$ cat src/rtl/int_arbiter.sv
// Multi-source interrupt arbiter: rising-edge capture into pending flags, software
// enable mask and acknowledge over the IO port bus, fixed-length INTERRUPT pulse.
module int_arbiter #(
  parameter int unsigned N_SRC        = 4,
  parameter int unsigned PULSE_LEN    = 6,
  parameter logic [7:0]  MASK_PORT_ID = 8'h20,
  parameter logic [7:0]  ACK_PORT_ID  = 8'h21,
  parameter int unsigned ID_W         = (N_SRC > 1) ? $clog2(N_SRC) : 1
) (
  input  logic             CLK,
  input  logic             RST,
  input  logic [N_SRC-1:0] REQ,
  input  logic [7:0]       PORT_ID,
  input  logic [7:0]       OUT_PORT,
  input  logic             IO_STRB,
  output logic             INTERRUPT,
  output logic [ID_W-1:0]  INT_ID,
  output logic [N_SRC-1:0] PENDING,
  output logic [N_SRC-1:0] MASK
);

  localparam int unsigned CNT_W = (PULSE_LEN > 1) ? $clog2(PULSE_LEN) : 1;

  typedef enum logic [1:0] {
    S_IDLE  = 2'd0,
    S_PULSE = 2'd1,
    S_WAIT  = 2'd2
  } state_t;

  logic [N_SRC-1:0] r_req_d;
  logic [N_SRC-1:0] r_pending;
  logic [N_SRC-1:0] r_mask;
  state_t           r_state;
  logic [CNT_W-1:0] r_cnt;
  logic [ID_W-1:0]  r_int_id;
  logic             r_irq;

  logic [N_SRC-1:0] w_rise;
  logic             w_mask_wr;
  logic             w_ack_wr;
  logic [N_SRC-1:0] w_ack_clr;
  logic [N_SRC-1:0] w_eligible;
  logic [ID_W-1:0]  w_pick;
  logic             w_cur_pend;
  logic             w_cur_en;
  state_t           w_state_nxt;
  logic [CNT_W-1:0] w_cnt_nxt;
  logic [ID_W-1:0]  w_id_nxt;
  logic             w_irq_nxt;
  logic             w_unused_out;

  // Upper OUT_PORT bits beyond N_SRC carry no meaning for this block.
  assign w_unused_out = ^OUT_PORT;

  assign w_rise     = REQ & ~r_req_d;
  assign w_mask_wr  = IO_STRB && (PORT_ID == MASK_PORT_ID);
  assign w_ack_wr   = IO_STRB && (PORT_ID == ACK_PORT_ID);
  assign w_ack_clr  = w_ack_wr ? OUT_PORT[N_SRC-1:0] : '0;
  assign w_eligible = r_pending & r_mask;
  assign w_cur_pend = r_pending[r_int_id];
  assign w_cur_en   = r_mask[r_int_id];

  // Lowest enabled pending index wins.
  always_comb begin
    w_pick = '0;
    for (int i = int'(N_SRC) - 1; i >= 0; i--) begin
      if (w_eligible[i]) w_pick = ID_W'(i);
    end
  end

  // Edge capture, pending flags (set beats clear) and mask register.
  always_ff @(posedge CLK) begin
    if (RST) begin
      r_req_d   <= '0;
      r_pending <= '0;
      r_mask    <= '0;
    end else begin
      r_req_d   <= REQ;
      r_pending <= (r_pending & ~w_ack_clr) | w_rise;
      if (w_mask_wr) r_mask <= OUT_PORT[N_SRC-1:0];
    end
  end

  // State register; INTERRUPT is registered from the next-state decode.
  always_ff @(posedge CLK) begin
    if (RST) begin
      r_state  <= S_IDLE;
      r_cnt    <= '0;
      r_int_id <= '0;
      r_irq    <= 1'b0;
    end else begin
      r_state  <= w_state_nxt;
      r_cnt    <= w_cnt_nxt;
      r_int_id <= w_id_nxt;
      r_irq    <= w_irq_nxt;
    end
  end

  // Next-state and output decode.
  always_comb begin
    w_state_nxt = r_state;
    w_cnt_nxt   = r_cnt;
    w_id_nxt    = r_int_id;
    w_irq_nxt   = 1'b0;
    case (r_state)
      S_IDLE: begin
        if (|w_eligible) begin
          w_state_nxt = S_PULSE;
          w_id_nxt    = w_pick;
          w_cnt_nxt   = '0;
          w_irq_nxt   = 1'b1;
        end
      end
      S_PULSE: begin
        if (r_cnt == CNT_W'(PULSE_LEN - 1)) begin
          w_state_nxt = S_WAIT;
          w_cnt_nxt   = '0;
        end else begin
          w_cnt_nxt = r_cnt + CNT_W'(1);
          w_irq_nxt = 1'b1;
        end
      end
      S_WAIT: begin
        if (!w_cur_pend || !w_cur_en) w_state_nxt = S_IDLE;
      end
      default: begin
        w_state_nxt = S_IDLE;
        w_cnt_nxt   = '0;
      end
    endcase
  end

  assign INTERRUPT = r_irq;
  assign INT_ID    = r_int_id;
  assign PENDING   = r_pending;
  assign MASK      = r_mask;

endmodule
$ cat config.mk
export PLATFORM = sky130hd
export DESIGN_NAME = int_arbiter
export DESIGN_NICKNAME = d
export VERILOG_FILES = /design/src/rtl/int_arbiter.sv
export SDC_FILE = /design/constraint.sdc
export NUM_CORES = 1
export LEC_CHECK = 0
export CORE_UTILIZATION = 37
export CTS_CLUSTER_DIAMETER = 80
export DETAILED_ROUTE_END_ITERATION = 10
export PLACE_DENSITY = 0.84
export SYNTH_ARGS = -nofsm -noshare
export SYNTH_HDL_FRONTEND = slang
export SYNTH_SLANG_ARGS = --single-unit
export TNS_END_PERCENT = 10
$ cat constraint.sdc
create_clock -name CLK -period 1.44 [get_ports CLK]
set_clock_uncertainty 0.2 [all_clocks]
set_input_delay 0.216 -clock CLK [delete_from_list [all_inputs] [get_ports CLK]]
set_output_delay 0.216 -clock CLK [all_outputs]
set_load 0.01 [all_outputs]
**Word-level counts from Yosys, hierarchy flattened**

Cells that the tools add are included.

- Register bits after elaboration: 20
- Output and inout bits: 11

- $lt $le $gt $ge: 1
- Bitwise operators: 7
- Add/subtract/negate cells: 1
- Reduce and logical (&&, ||, !) cells: 10
- Multiplexer cells: 19
- Equal/unequal tests: 8

Operator list:

| kind | number |
|---|---|
| $eq 8x6->1 const B | 2 |
| $mux 2 | 7 |
| $and 4x4->4 | 3 |
| $pmux 3 s3 | 1 |
| $not 4->4 | 2 |
| $mux 3 | 2 |
| $ne 2x2->1 const B | 3 |
| $pmux 2 s3 | 1 |
| $bmux 1 s2 | 2 |
| $mux 1 | 4 |
| $mux 4 | 1 |
| $or 4x4->4 | 1 |
| $reduce_and 2->1 | 2 |
| $reduce_or 4->1 | 1 |
| $add 3x1->3 const B | 1 |
| $eq 3x3->1 const B | 1 |
| $lt 2x3->1 const B | 1 |
| $reduce_and 3->1 | 1 |
| $eq 2x1->1 const B | 1 |
| $eq 2x2->1 const B | 1 |
| $logic_and 1x1->1 | 2 |
| $logic_not 1->1 | 2 |
| $logic_not 2->1 | 1 |
| $pmux 1 s2 | 1 |
| other kinds (2) | 2 |

**Longest topological paths before layout**

Gate-level depths: netlist of run 1.

- Depth after elaboration: 6
- Mapped depth: 4

**Worst setup path after synthesis of run 1**

No wires, ideal clock.

- Kind: input-to-reg
- Start: input port PORT_ID[1]
- End: register r_mask[0] (netlist: MASK[0])
- Cell stages on the path: 4
- Data arrival time: 1.231 ns
- Data required time: 1.112 ns
- Setup slack: -0.119 ns
- Buffers on the path: 0
- Cells stage by stage: or4_4 > nor3_4 > mux2i_1 > nor2_1

- Word-level cells in the longest chain between the ends: 2

RTL lines:

| element | line | RTL |
|---|---|---|
| start: declaration | 13 | `input logic [7:0] PORT_ID,` |
| $eq 8x6->1 | 56 | `assign w_mask_wr = IO_STRB && (PORT_ID == MASK_PORT_ID);` |
| $logic_and 1x1->1 | 56 |  |
| end signal: assignment | 80 | `if (w_mask_wr) r_mask <= OUT_PORT[N_SRC-1:0];` |
| end: declaration | 32 | `logic [N_SRC-1:0] r_mask;` |

No other way between the ends.
A chain may end at the register's enable or synchronous reset.

**Final worst setup path of run 1**

- Start: input port PORT_ID[6]
- End: register r_mask[0] (netlist: MASK[0])

The elaborated chain is that of the path after synthesis.

==> reports/metrics.csv, run 1 <==
stage,metric,value,unit
die,io_pins,34,
sta,post-route-min-period,1508,ps
route,viasPerCell,5.487,
worst_setup_path,cpLargestDelayFamily,simple AND/OR/NAND/NOR gates,
status,status,"complete, but fails checks",
die,die_w,50.13,um
final_layout,design_area,1319,um^2
flow_run,cap_violations,0,
logic_synthesis,yosysWarnings,0,
sta,fin_ws,-68.00,ps
cts,numCtsBuffers,3,
power_and_ir_drop,p_switching,225.5,uW
route,drc,0,
grt,grt_pass1_wl,3456,um
logic_synthesis,synth_area_leaders,"dfxtp_1 47%, a32o_1 5.8%, mux2i_1 4.7%",
worst_setup_path,worst_setup_path_end_kind,flip-flop,
grt,grt_usage,18.12,%
logic_synthesis,yosysUniqueCellTypes,32,
die,rows,17,
cts,clk_pin_slew,110,ps
route,ant_nets,0,
die,die_area,2513,um^2
power_and_ir_drop,powerDensity,874.4,nW/um^2
logic_synthesis,synth_nets,114,
die,fp.dieH,50.13,um
logic_synthesis,netlist_instances,91,
placed_design,io_buffers,29,
logic_synthesis,synth_flop_cell,dfxtp_1,
placed_design,gp_congestion,0.7986,
power_and_ir_drop,leakage,0.0005184,uW
final_layout,fin_nets,152,
power_and_ir_drop,p_comb_share,10.2,%
final_layout,areaGrowthSynthToFinish,53.87,%
power_and_ir_drop,internal_power,927.6,uW
power_and_ir_drop,ir_drop,0.5703,mV
sta,timing.final.crit_share,104.7,%
worst_setup_path,path_class,in2reg,
cts,cts_max_level,1,
grt,grt-ovfl-total,0,
worst_setup_path,cp_cell_sequence,clkdlybuf4s50_1 -> nand4bb_4 -> nor3_4 -> mux2i_1 -> nor2_1,
grt,grt_max_degree,13,
sta,finalSetupViolCount,4,
logic_synthesis,synth.top_cell.area_share,46.72,%
power_and_ir_drop,clkPwrFrac,38.8,%
route,drt_iter0_markers,11,
final_layout,fill_cells,201,
cts,cts_buffer_depth,2,
grt,antenna_found_initial,0,
worst_setup_path,crit_slowest_cell,clkdlybuf4s50_1,
power_and_ir_drop,p_sw_share,19.56,%
placed_design,placed_area,1220,um^2
route,drt-total-wl,2181,um
grt,grt_pass1_vias,834,
logic_synthesis,synth.cell_area,857.1,um^2
worst_hold_path,holdCritPathClass,in2reg,
route,drt_first_pass_iters,4,
sta,rsz0062_at_grt,yes,
cts,post_cts_buffers,0,
worst_setup_path,critPathBufInv,1,
sta,drv_slew,0,
worst_setup_path,crit_required,1430,ps
route,routedWlPerCell,13.98,um
cts,numClockSinks,20,
route,vias,856,
die,core,2191,um^2
status,violations,setup timing,
placed_design,hpwl,1624,um
final_layout,diodes,0,
worst_setup_path,arrival,1500,ps
logic_synthesis,synth-seq-cells,20,
sta,max_freq,0.6631,GHz
die,initial_core_util,39.12,%
logic_synthesis,ys_seq_area_share,46.72,%
logic_synthesis,syn_area_per_cell,9.418,um^2
worst_setup_path,crit_path_max_incr_delay,400,ps
sta,hold-worst-slack,205.9,ps
cts,insertion_delay,290,ps
cts,tritoncts,done,
sta,finalHoldViolCount,0,
power_and_ir_drop,seq_power_share,51.0,%
worst_setup_path,start_kind,primary input,
logic_synthesis,yosysTopAreaCell,dfxtp_1,
worst_setup_path,path_max_fanout,4,
final_layout,drive_gt1_share,28.13,%
logic_synthesis,async_flop_share,0,%
sta,slew-limit-headroom,71.35,%
logic_synthesis,synthTopCellsByCount,"20 x dfxtp_1, 10 x nor2_1, 7 x inv_1, 7 x nand2_1, 6 x nand3_1",
logic_synthesis,synth.most_common_cell,dfxtp_1,
logic_synthesis,synth-edff-count,0,
sta,tightest_slew,428.9,ps
cts,root_buffer,clkbuf_4,
-- power by group through the flow --
stage	logic, uW	clock network [uW]	registers, uW
2_1_floorplan	27.6	0	599
4_1_cts	117	456	587
6_report	118	447	588
5_1_grt	127	494	591
3_3_place_gp	119	0	597
3_5_place_dp	122	0	598
-- cell type report --
type | count | area (um^2) | share of cell area, %
clock buffer | 3 | 22.52 | 1.708
clock inverter | 1 | 30.03 | 2.277
inverter | 7 | 26.28 | 1.992
multi-input combinational | 62 | 473.0 | 35.86
sequential | 20 | 415.4 | 31.50
tap | 28 | 35.03 | 2.657
timing repair buffer | 35 | 316.6 | 24.00
-- state kept, by name, summed over array words and instances (netlist names) --
signal     flops
r_req_d        4
r_state        2
MASK           4
INT_ID         2
PENDING        4
INTERRUPT      1
r_cnt          3
-- kinds of logic after synthesis --
kind of cell / count (synthesis) / synth area share (%)
AOI/OAI and AO/OA: 18 / 17.08
buffers and inverters: 9 / 3.941
muxes: 5 / 7.299
DFF: 20 / 46.71
and+or+nand+nor: 39 / 24.97
-- worst reg2reg max path, stage by stage, from the launching register on --
cell and delay (ps):
dfxtp_2 380, nand2_1 70, or2_2 320, o31ai_2 210, o311a_1 190
-- layout by cell type (no fill, tap or decap), drive strengths merged, types with 2 or more instances in the layout --
cell,count
nor2b,4
nor4,2
nand2,7
nor2,11
clkbuf,3
clkdlybuf4s15,2
mux2i,4
a21oi,2
dfxtp,20
o21ai,2
dlygate4sd2,10
nand3,6
o31ai,2
clkdlybuf4s50,13
nor3,2
a32o,5
inv,7
buf,9
-- path summary, 6_finish.rpt --
path | startpoint | slack [ps] | cells after the start | endpoint
worst max-delay path | PORT_ID[6] | -70 | 5 | MASK[0]
worst min-delay path | PORT_ID[4] | 210 | 5 | MASK[3]
worst max register to register | r_state[0] | 30 | 4 | r_cnt[1]
worst min register to register | r_req_d[1] | 290 | 2 | PENDING[1]
-- layer usage --
metal	part of all wire [%]	track usage [%]	vias to the layer above
li1	-	-	410
met1	41	20.00	411
met2	53	32.67	33
met3	5.8	5.152	2
met4	0.37	6.190	0
met5	0	0	-
-- what timing repair did --
item / 4_1_cts / 5_1_grt
hold buffers: 0 / 0
resized for setup: 35 / 10
pin swaps: 6 / 0
setup endpoints to repair: 20 / 12
-- metrics by stage --
step                      setup slack [ps]  utilization (%)  total power [uW]  cells  TNS, ps
after floorplan                     -119.1                -             626.6     91   -898.8
after global placement              -585.8            55.68             716.6    152    -4459
after detailed placement            -605.3            55.68             720.4    152    -4752
after CTS                           -180.8            58.77              1160    156   -293.0
after global routing                -97.83            60.19              1212    156   -307.0
final                               -68.00            60.19              1153    156   -162.3
Note: power is estimated with default switching activity, not from simulation.
==> run 2: changes to the inputs <==
Settings changed: CORE_UTILIZATION 37 to 45, HOLD_SLACK_MARGIN set to 0.03, PLACE_DENSITY 0.84 to 0.94.
Clock period 1.44 ns to 1.8 ns, I/O delays scaled along.
==> reports/metrics.csv, run 2 (synthesis results as in run 1) <==
stage,metric,value,unit,change
final_layout,drive_gt1_share,10.48,%,-18 points
worst_setup_path,cpLargestDelayFamily,buffers and inverters,,
placed_design,gp_congestion,0.7495,,-6.1%
sta,hold-worst-slack,266.2,ps,+60.33 ps
grt,grt_pass1_wl,3084,um,-11%
cts,root_buffer,clkbuf_4,,
sta,slew-limit-headroom,71.25,%,-0.099 points
grt,top_usage_layer,met2,,
power_and_ir_drop,p_comb_share,10.2,%,about the same
worst_setup_path,arrival,1270,ps,-230 ps
final_layout,final_cell_mix,"26 x clkdlybuf4s50_1, 19 x dfxtp_1, 10 x nor2_1",,
sta,rsz0062_at_grt,no,,
worst_setup_path,cp_cell_sequence,clkdlybuf4s50_1,,
sta,max_freq,0.5748,GHz,
die,fp.dieH,45.64,um,-9.0%
route,drc,0,,unchanged
grt,grt_pass1_vias,786,,-5.8%
die,die_w,45.64,um,-9.0%
die,core,1764,um^2,-19%
route,ant_nets,0,,unchanged
worst_setup_path,crit_slowest_cell,clkdlybuf4s50_1,,
final_layout,diodes,0,,unchanged
sta,finalHoldViolCount,0,,unchanged
worst_setup_path,crit_required,1330,ps,-100 ps
cts,cts_max_level,1,,unchanged
cts,cts_hold_buf,0,,unchanged
worst_setup_path,critPathBufInv,1,,unchanged
status,status,finished clean,,
route,routedWlPerCell,13.14,um,-6.0%
final_layout,areaGrowthSynthToFinish,45.55,%,
grt,grt_usage,20.93,%,+2.8 points
cts,post_cts_buffers,0,,unchanged
placed_design,io_buffers,29,,unchanged
route,vias,830,,-3.0%
grt,antenna_found_initial,0,,unchanged
flow_run,cap_violations,0,,unchanged
final_layout,final_common_cell,clkdlybuf4s50_1,,
die,initial_core_util,48.58,%,+9.5 points
route,drt_first_pass_iters,4,,unchanged
power_and_ir_drop,internal_power,743.8,uW,-20%
power_and_ir_drop,leakage,0.0004498,uW,-13%
final_layout,fin_nets,148,,-2.6%
sta,post-route-min-period,1740,ps,
worst_setup_path,crit_path_max_incr_delay,560,ps,+160 ps
worst_setup_path,path_class,reg2out,,
grt,grt_max_degree,15,,+2
cts,cts_buffer_depth,2,,unchanged
die,die_area,2083,um^2,-17%
cts,tritoncts,done,,
power_and_ir_drop,p_switching,178.5,uW,-21%
placed_design,hpwl,1497,um,-7.8%
power_and_ir_drop,seq_power_share,50.8,%,-0.2 points
worst_setup_path,path_max_fanout,5,,+1
grt,use_met3,8.333,%,+3.2 points
worst_hold_path,holdCritPathClass,in2reg,,
worst_setup_path,start_kind,flip-flop,,
die,io_pins,34,,unchanged
die,rows,15,,-2
power_and_ir_drop,ir_drop,0.6564,mV,+15%
worst_setup_path,worst_setup_path_end_kind,output port,,
route,drt-total-wl,1958,um,-10%
cts,numCtsBuffers,3,,unchanged
cts,clk_pin_slew,110,ps,about the same
cts,insertion_delay,300,ps,about the same
cts,numClockSinks,20,,unchanged
grt,use_met2,36.57,%,+3.9 points
route,viasPerCell,5.570,,+1.5%
power_and_ir_drop,p_sw_share,19.35,%,-0.21 points
power_and_ir_drop,powerDensity,739.4,nW/um^2,-15%
sta,drv_slew,0,,unchanged
final_layout,design_area,1247,um^2,-5.4%
cts,post_cts_resized,0,,-100%
sta,finalSetupViolCount,0,,-4
placed_design,placed_area,1186,um^2,-2.8%
sta,tightest_slew,430.3,ps,+1.486 ps
sta,timing.final.crit_share,96.66,%,
power_and_ir_drop,clkPwrFrac,39.0,%,+0.2 points
grt,grt-ovfl-total,0,,unchanged
route,drt_iter0_markers,8,,-3
grt,grt_use_met1,23.38,%,+3.4 points
## run 2: cell count changes in the layout (fill, tap and decap cells not counted), moves of 4 or more
cell,previous run,this run
dfxtp_2,9,1
buf_4,6,2
clkdlybuf4s50_1,13,26
dlygate4sd2_1,10,0
dfxtp_1,10,19
## run 2: worst paths after layout
path | start | to | slack (ps) | depth (start not counted)
max | MASK[3] | MASK[3] | 60 | 1
min | PORT_ID[2] | MASK[1] | 270 | 5
max reg2reg | r_state[0] | r_cnt[1] | 270 | 4
min reg2reg | r_req_d[1] | PENDING[1] | 280 | 2
## run 2: layout make-up
cell class / instances / area [um^2]
clock buffer: 3 / 22.52
clock inverter: 1 / 30.03
fill: 143 / 516.7
inverter: 7 / 26.28
multi-input combinational: 62 / 422.9
sequential: 20 / 401.6
tap: 25 / 31.28
timing repair buffer: 31 / 312.8
## run 2: power groups by stage
stage	clock [uW]	sequential (uW)	combinational [uW]
2_1_floorplan	0	479	22.1
3_3_place_gp	0	478	91.9
3_5_place_dp	0	478	94.2
4_1_cts	366	468	95.0
5_1_grt	381	470	100
6_report	360	468	93.9
## run 2: metal layers
layer | vias up | part of all wire [%]
li1 | 407 | -
met1 | 386 | 45
met2 | 37 | 49
met3 | 0 | 6.7
met4 | 0 | 0
met5 | - | 0
## run 2: metrics by stage
step / power, uW / TNS, ps / util, % / setup slack (ps) / std cells
3_5_place_dp: 572.4 / -2254 / 67.23 / -302.1 / 145
4_1_cts: 929.5 / 0 / 70.21 / 23.51 / 149
6_report: 922.3 / 0 / 70.71 / 60.15 / 149
2_1_floorplan: 501.3 / 0 / - / 186.9 / 91
5_1_grt: 951.2 / 0 / 70.71 / 2.162 / 149
3_3_place_gp: 569.6 / -2062 / 67.23 / -272.9 / 145
==> run 3: changes to the inputs <==
Settings changed: ABC_CLOCK_PERIOD_IN_PS set to 1800.
==> results of run 3 <==
Same layout as run 2: the final DEF is identical, and so are final timing and power.
